==> config.mk <==
export PLATFORM = sky130hd
export DESIGN_NAME = wb_lsu_master
export DESIGN_NICKNAME = d
export VERILOG_FILES = /design/src/rtl/wb_lsu_master.sv
export SDC_FILE = /design/constraint.sdc
export NUM_CORES = 1
export LEC_CHECK = 0
export ABC_AREA = 1
export BUFFER_PORTS_ARGS = -buffer_cell sky130_fd_sc_hd__clkbuf_2
export CELL_PAD_IN_SITES_DETAIL_PLACEMENT = 1
export CELL_PAD_IN_SITES_GLOBAL_PLACEMENT = 2
export CORE_ASPECT_RATIO = 0.6
export CORE_MARGIN = 4
export CORE_UTILIZATION = 28
export CTS_CLUSTER_SIZE = 16
export DETAILED_ROUTE_END_ITERATION = 10
export PLACE_DENSITY = 0.95
export SLEW_MARGIN = 20
export SYNTH_ARGS = -nofsm -noshare
export SYNTH_HDL_FRONTEND = slang
export SYNTH_SLANG_ARGS = --single-unit
==> constraint.sdc <==
create_clock -name wb_clk_i -period 3.7 [get_ports wb_clk_i]
set_clock_uncertainty 0.15 [all_clocks]
set_input_delay 0.37 -clock wb_clk_i [delete_from_list [all_inputs] [get_ports wb_clk_i]]
set_output_delay 0.37 -clock wb_clk_i [all_outputs]
set_load 0.05 [all_outputs]
==> src/rtl/wb_lsu_master.sv <==
// Wishbone classic master: one CPU load/store per bus cycle, with alignment check and load extension.
// Define LSU_TIMEOUT_EN to build the ack watchdog (TIMEOUT_CYCLES bus cycles without ack -> error).
module wb_lsu_master #(
  parameter int WB_DATA_WIDTH  = 32,
  parameter int WB_ADDR_WIDTH  = 32,
  parameter int TIMEOUT_CYCLES = 255
) (
  input  logic                     wb_clk_i,
  input  logic                     wb_rst_n_i,
  input  logic                     req_valid_i,
  output logic                     req_ready_o,
  input  logic                     req_we_i,
  input  logic [1:0]               req_size_i,
  input  logic                     req_unsigned_i,
  input  logic [WB_ADDR_WIDTH-1:0] req_addr_i,
  input  logic [WB_DATA_WIDTH-1:0] req_wdata_i,
  output logic                     rsp_valid_o,
  output logic                     rsp_err_o,
  output logic [WB_DATA_WIDTH-1:0] rsp_rdata_o,
  output logic                     wb_cyc_o,
  output logic                     wb_stb_o,
  output logic                     wb_we_o,
  output logic [WB_ADDR_WIDTH-1:0] wb_addr_o,
  output logic [3:0]               wb_sel_o,
  output logic [WB_DATA_WIDTH-1:0] wb_data_o,
  input  logic [WB_DATA_WIDTH-1:0] wb_data_i,
  input  logic                     wb_ack_i
);

  if (WB_DATA_WIDTH != 32) begin : g_bad_width
    $error("wb_lsu_master supports only WB_DATA_WIDTH = 32");
  end
  if (TIMEOUT_CYCLES < 1 || TIMEOUT_CYCLES > 255) begin : g_bad_timeout
    $error("wb_lsu_master TIMEOUT_CYCLES must be in 1..255");
  end

  localparam logic [1:0] ST_IDLE = 2'd0;
  localparam logic [1:0] ST_BUS  = 2'd1;
  localparam logic [1:0] ST_RESP = 2'd2;

  logic [1:0]               state_reg;
  logic [1:0]               size_reg;
  logic                     unsigned_reg;
  logic [3:0]               sel_next;
  logic [WB_DATA_WIDTH-1:0] wdata_next;
  logic [WB_DATA_WIDTH-1:0] ext_data;
  logic                     misaligned;
  logic                     tmo_hit;

  assign req_ready_o = wb_rst_n_i && (state_reg == ST_IDLE);

  always_comb begin
    sel_next = 4'b1111;
    case (req_size_i)
      2'd0:    sel_next = 4'b0001;
      2'd1:    sel_next = 4'b0011;
      default: sel_next = 4'b1111;
    endcase
  end

  always_comb begin
    misaligned = 1'b0;
    case (req_size_i)
      2'd1:    misaligned = req_addr_i[0];
      2'd2:    misaligned = (req_addr_i[1:0] != 2'b00);
      2'd3:    misaligned = 1'b1;
      default: misaligned = 1'b0;
    endcase
  end

  // Store data is zero-padded above the access size, lane by lane.
  for (genvar gi = 0; gi < 4; gi++) begin : g_lane
    assign wdata_next[gi*8 +: 8] = req_wdata_i[gi*8 +: 8] & {8{sel_next[gi]}};
  end

  always_comb begin
    ext_data = wb_data_i;
    case (size_reg)
      2'd0:    ext_data = {{24{~unsigned_reg & wb_data_i[7]}}, wb_data_i[7:0]};
      2'd1:    ext_data = {{16{~unsigned_reg & wb_data_i[15]}}, wb_data_i[15:0]};
      default: ext_data = wb_data_i;
    endcase
  end

`ifdef LSU_TIMEOUT_EN
  localparam logic [7:0] TMO_LAST = 8'(TIMEOUT_CYCLES - 1);
  logic [7:0] tmo_cnt_reg;

  // Counts completed ack-less BUS cycles; zero on the first BUS cycle.
  always_ff @(posedge wb_clk_i or negedge wb_rst_n_i) begin
    if (!wb_rst_n_i) begin
      tmo_cnt_reg <= 8'd0;
    end else if (state_reg != ST_BUS) begin
      tmo_cnt_reg <= 8'd0;
    end else if (!wb_ack_i) begin
      tmo_cnt_reg <= tmo_cnt_reg + 8'd1;
    end
  end

  assign tmo_hit = (tmo_cnt_reg == TMO_LAST);
`else
  assign tmo_hit = 1'b0;
`endif

  always_ff @(posedge wb_clk_i or negedge wb_rst_n_i) begin
    if (!wb_rst_n_i) begin
      state_reg    <= ST_IDLE;
      size_reg     <= 2'd0;
      unsigned_reg <= 1'b0;
      rsp_valid_o  <= 1'b0;
      rsp_err_o    <= 1'b0;
      rsp_rdata_o  <= '0;
      wb_cyc_o     <= 1'b0;
      wb_stb_o     <= 1'b0;
      wb_we_o      <= 1'b0;
      wb_addr_o    <= '0;
      wb_sel_o     <= 4'b0000;
      wb_data_o    <= '0;
    end else begin
      rsp_valid_o <= 1'b0;
      case (state_reg)
        ST_IDLE: begin
          if (req_valid_i) begin
            if (misaligned) begin
              rsp_valid_o <= 1'b1;
              rsp_err_o   <= 1'b1;
              rsp_rdata_o <= '0;
              state_reg   <= ST_RESP;
            end else begin
              wb_cyc_o     <= 1'b1;
              wb_stb_o     <= 1'b1;
              wb_we_o      <= req_we_i;
              wb_addr_o    <= req_addr_i;
              wb_sel_o     <= sel_next;
              wb_data_o    <= wdata_next;
              size_reg     <= req_size_i;
              unsigned_reg <= req_unsigned_i;
              state_reg    <= ST_BUS;
            end
          end
        end
        ST_BUS: begin
          // An ack in the expiry cycle takes priority over the watchdog.
          if (wb_ack_i) begin
            wb_cyc_o    <= 1'b0;
            wb_stb_o    <= 1'b0;
            rsp_valid_o <= 1'b1;
            rsp_err_o   <= 1'b0;
            rsp_rdata_o <= wb_we_o ? '0 : ext_data;
            state_reg   <= ST_RESP;
          end else if (tmo_hit) begin
            wb_cyc_o    <= 1'b0;
            wb_stb_o    <= 1'b0;
            rsp_valid_o <= 1'b1;
            rsp_err_o   <= 1'b1;
            rsp_rdata_o <= '0;
            state_reg   <= ST_RESP;
          end
        end
        ST_RESP: state_reg <= ST_IDLE;
        default: state_reg <= ST_IDLE;
      endcase
    end
  end

endmodule
==> summary.txt <==
Status
  – Status: finished, final reports clean

Synth
  – Register area share after synthesis: 58.5%
  – Yosys warns: 0
  – Mapped Cells: approximately 550
  – Post-synthesis net count: between 600 and 700
  – Count of cell types in the netlist: 20
  – Cell type with the largest total area after synthesis: sky130_fd_sc_hd__dfrtp_1
  – Total of flip-flops plus latches after synthesis: 108
  – Cell area after synthesis: roughly 4600 sq um
  – Ranking of synthesized cells by area: sky130_fd_sc_hd__dfrtp_1 (59%), sky130_fd_sc_hd__nand2_1 (23%), sky130_fd_sc_hd__nor2_1 (3.8%)
  – Synthesized area per cell: 8.44 sq um
  – Proportion of netlist area held by the largest area contributor: between 50% and 60%

Floorplan
  – DIE HEIGHT: ~110 microns
  – Number of top-level pins: 210
  – Row cnt: 36
  – Effective utilization at floorplan: 28.5%
  – Die X-Extent: roughly 170 microns
  – Die Area: around 19000 sq um
  – Core box area: approximately 16000 sq um

Clock network
  – Deepest level of the CTS H-tree: 3
  – Clk sinks: between 100 and 150
  – Clock edge transition at the registers on the reported setup and hold paths: 70 ps
  – CTS tree: done
  – Number of buffers added by the clock tree synthesis step: 9
  – Post-CTS setup-driven buffer insertion count: 0
  – CTS Hold Bufs: 1
  – Number of gates given a new drive strength after cts: 0
  – Maximum number of buffers from clock root to sink: 2
  – Source-to-sink clock delay at the later pin of the worst-skew pair: 340 ps
  – CTS Root Buffer Type: sky130_fd_sc_hd__clkbuf_16

Layout
  – Area used by multi-input combinational logic: around 1600 sq um
  – Most frequent cells in the layout: sky130_fd_sc_hd__nand2_1 (283), sky130_fd_sc_hd__clkbuf_2 (208), sky130_fd_sc_hd__dfrtp_1 (108), sky130_fd_sc_hd__nor2_1 (47), sky130_fd_sc_hd__nand3_1 (34)
  – Filler cells: about 2000
  – Nets: 849
  – Largest registers: rsp_rdata_o: 32 flops, wb_addr_o: 32 flops, wb_data_o: 32 flops
  – Post-layout utilization of the core: between 30% and 40%
  – Number of antenna cells inserted: 0
  – Register cell area after layout: ~2700 sq um
  – Post-synthesis to final-layout area growth: 30.3%
  – Most common cell after layout, fill and taps aside: sky130_fd_sc_hd__nand2_1
  – Layout cells sized above 1: roughly 32%

Setup path
  – Required time at the endpoint of the critical path: about 3200 ps
  – Reg-to-reg critical path startpoint: state_reg[1]
  – Setup crit start kind: input pin
  – Crit path arrival time: 1790 ps
  – Worst Path Max Fanout: 32
  – Cell depth of the worst flop-to-flop path: 8
  – Critical path cell sequence: dlygate4sd3_1 > buf_4 > inv_1 > nor2_1 > clkbuf_2
  – Type of the worst setup path: in -> out
  – Standard cell with the maximum stage delay on the critical path: sky130_fd_sc_hd__dlygate4sd3_1
  – Worst reg2reg endpoint: size_reg[1]
  – Reg-to-reg setup timing slack: between 1000 and 1500 ps
  – Slowest cell delay on critical path: ~530 ps
  – Crit end category: output port

Place
  – Detailed Place HPWL: 10800 microns
  – Count of input and output buffers: 209
  – Placer congestion estimate: 0.729

Power
  – Leakage: 3.63 nW
  – Total power after layout: 0.00465 W
  – Total power divided by cell area: around 770 nW/um^2
  – Peak supply drop: 348 uV

Timing
  – Hold Violations, Final: 0
  – Final setup violation count: 0
  – Fmax: about 0.43 GHz
  – Max-slew headroom at the worst pin: between 40% and 50%
  – Number of max-slew violations in the final report: 0
  – Slew at the pin closest to its max-slew limit: 838 ps
  – Final worst-path cycle share: between 60% and 70%
  – Post-Route Setup TNS: 0 ps
  – Minimum period implied by the final worst setup slack: ~2300 ps
  – RSZ-0062 raised after global routing: no

Min path
  – Worst hold path endpoint: wb_addr_o[18]
  – Hold/Removal Path Class: in -> reg
  – HP Start: req_addr_i[18]
  – Worst hold stages: 3

Routing
  – Mean number of vias per cell: 4.34
  – Via count: about 4200
  – Detail Route Antenna Nets: 0
  – Iter 0 DRT Violations: around 210
  – TritonRoute pass-1 iters: 4
  – Average wire length per cell after detail routing: approximately 15 microns
  – Detailed-route wire length: around 15000 microns
  – Post-route DRC: 0

GRT
  – First-pass GRT wire length: approximately 24000 microns
  – Vias in the first global route: about 4400
  – Antenna violations before repair: 0
  – GRT overflow: 0
  – Total routing resource utilization after global routing: between 10% and 20%
  – Pin count of the biggest net entering global routing: 75

Run
  – Reported max-cap violation count: 0
==> cell families after synthesis <==
kind of cell	after synthesis	synth area share (%)
flops	108	58.5
compound gates	16	1.90
buf+inv	51	7.21
simple gates	372	32.4
==> worst max-delay path: cells and delay by family <==
kind,cells,cell delay [ps]
buf+inv,4,1270
simple gates,1,120
==> synth_stat cells <==
cell type                  count
sky130_fd_sc_hd__nand2_1     283
sky130_fd_sc_hd__dfrtp_1     108
sky130_fd_sc_hd__nor2_1       47
sky130_fd_sc_hd__nand3_1      34
sky130_fd_sc_hd__inv_1        19
sky130_fd_sc_hd__buf_6        15
sky130_fd_sc_hd__a21oi_1       9
sky130_fd_sc_hd__buf_4         6
sky130_fd_sc_hd__buf_2         5
sky130_fd_sc_hd__o21ai_0       5
sky130_fd_sc_hd__inv_2         4
sky130_fd_sc_hd__nand3_2       2
sky130_fd_sc_hd__nor2_4        2
sky130_fd_sc_hd__o21ai_2       2
sky130_fd_sc_hd__clkbuf_1      1
sky130_fd_sc_hd__clkinv_1      1
sky130_fd_sc_hd__nand2_2       1
sky130_fd_sc_hd__nand2_4       1
sky130_fd_sc_hd__nor2_8        1
sky130_fd_sc_hd__or2_2         1
==> per-stage QoR <==
stage / setup slack, ps / hold slack (ps) / instances / instance area (sq um)
finish: 1390 / 66.9 / 959 / 6020
global route: 1160 / 57.9 / 959 / 6020
floorplan: 1960 / -75.6 / 547 / 4620
detailed placement: 1330 / 188 / 942 / 5720
CTS: 1340 / 50.7 / 959 / 6020
global placement: 1390 / 183 / 942 / 5720
==> layer usage <==
metal | up-vias | GRT usage, % | part of all wire [%]
li1 | 2046 | - | -
met1 | 1989 | 22.6 | 50
met2 | 119 | 24.1 | 44
met3 | 9 | 4.21 | 5.4
met4 | 0 | 2.77 | 0.79
met5 | - | 0 | 0
==> where the power goes <==
group | internal (W) | leakage [nW] | switching, W
clock network | 0.000484 | 0.144 | 0.000455
logic | 0.000411 | 2.09 | 0.00162
registers | 0.00149 | 1.40 | 0.000198
==> worst max path at each step <==
stage | from | endpoint | slack [ps] | depth (start not counted)
2_1_floorplan | state_reg[1] | req_ready_o | 1960 | 3
3_3_place_gp | req_size_i[0] | rsp_rdata_o[15] | 1390 | 8
3_5_place_dp | req_size_i[0] | rsp_rdata_o[27] | 1330 | 8
4_1_cts | wb_rst_n_i | req_ready_o | 1340 | 5
5_1_grt | state_reg[1] | size_reg[1] | 1160 | 8
6_report | wb_rst_n_i | req_ready_o | 1390 | 5
==> area by class of cell <==
cell class              count  area share, %
inverters                  24           1.50
clock inverters             6          0.749
flip-flops and latches    108           44.9
well taps                 209           4.35
repair buffers            214           18.1
multi-input cells         388           26.4
clock buffers              10           3.97
No activity file was read; power rests on OpenSTA's default activity.
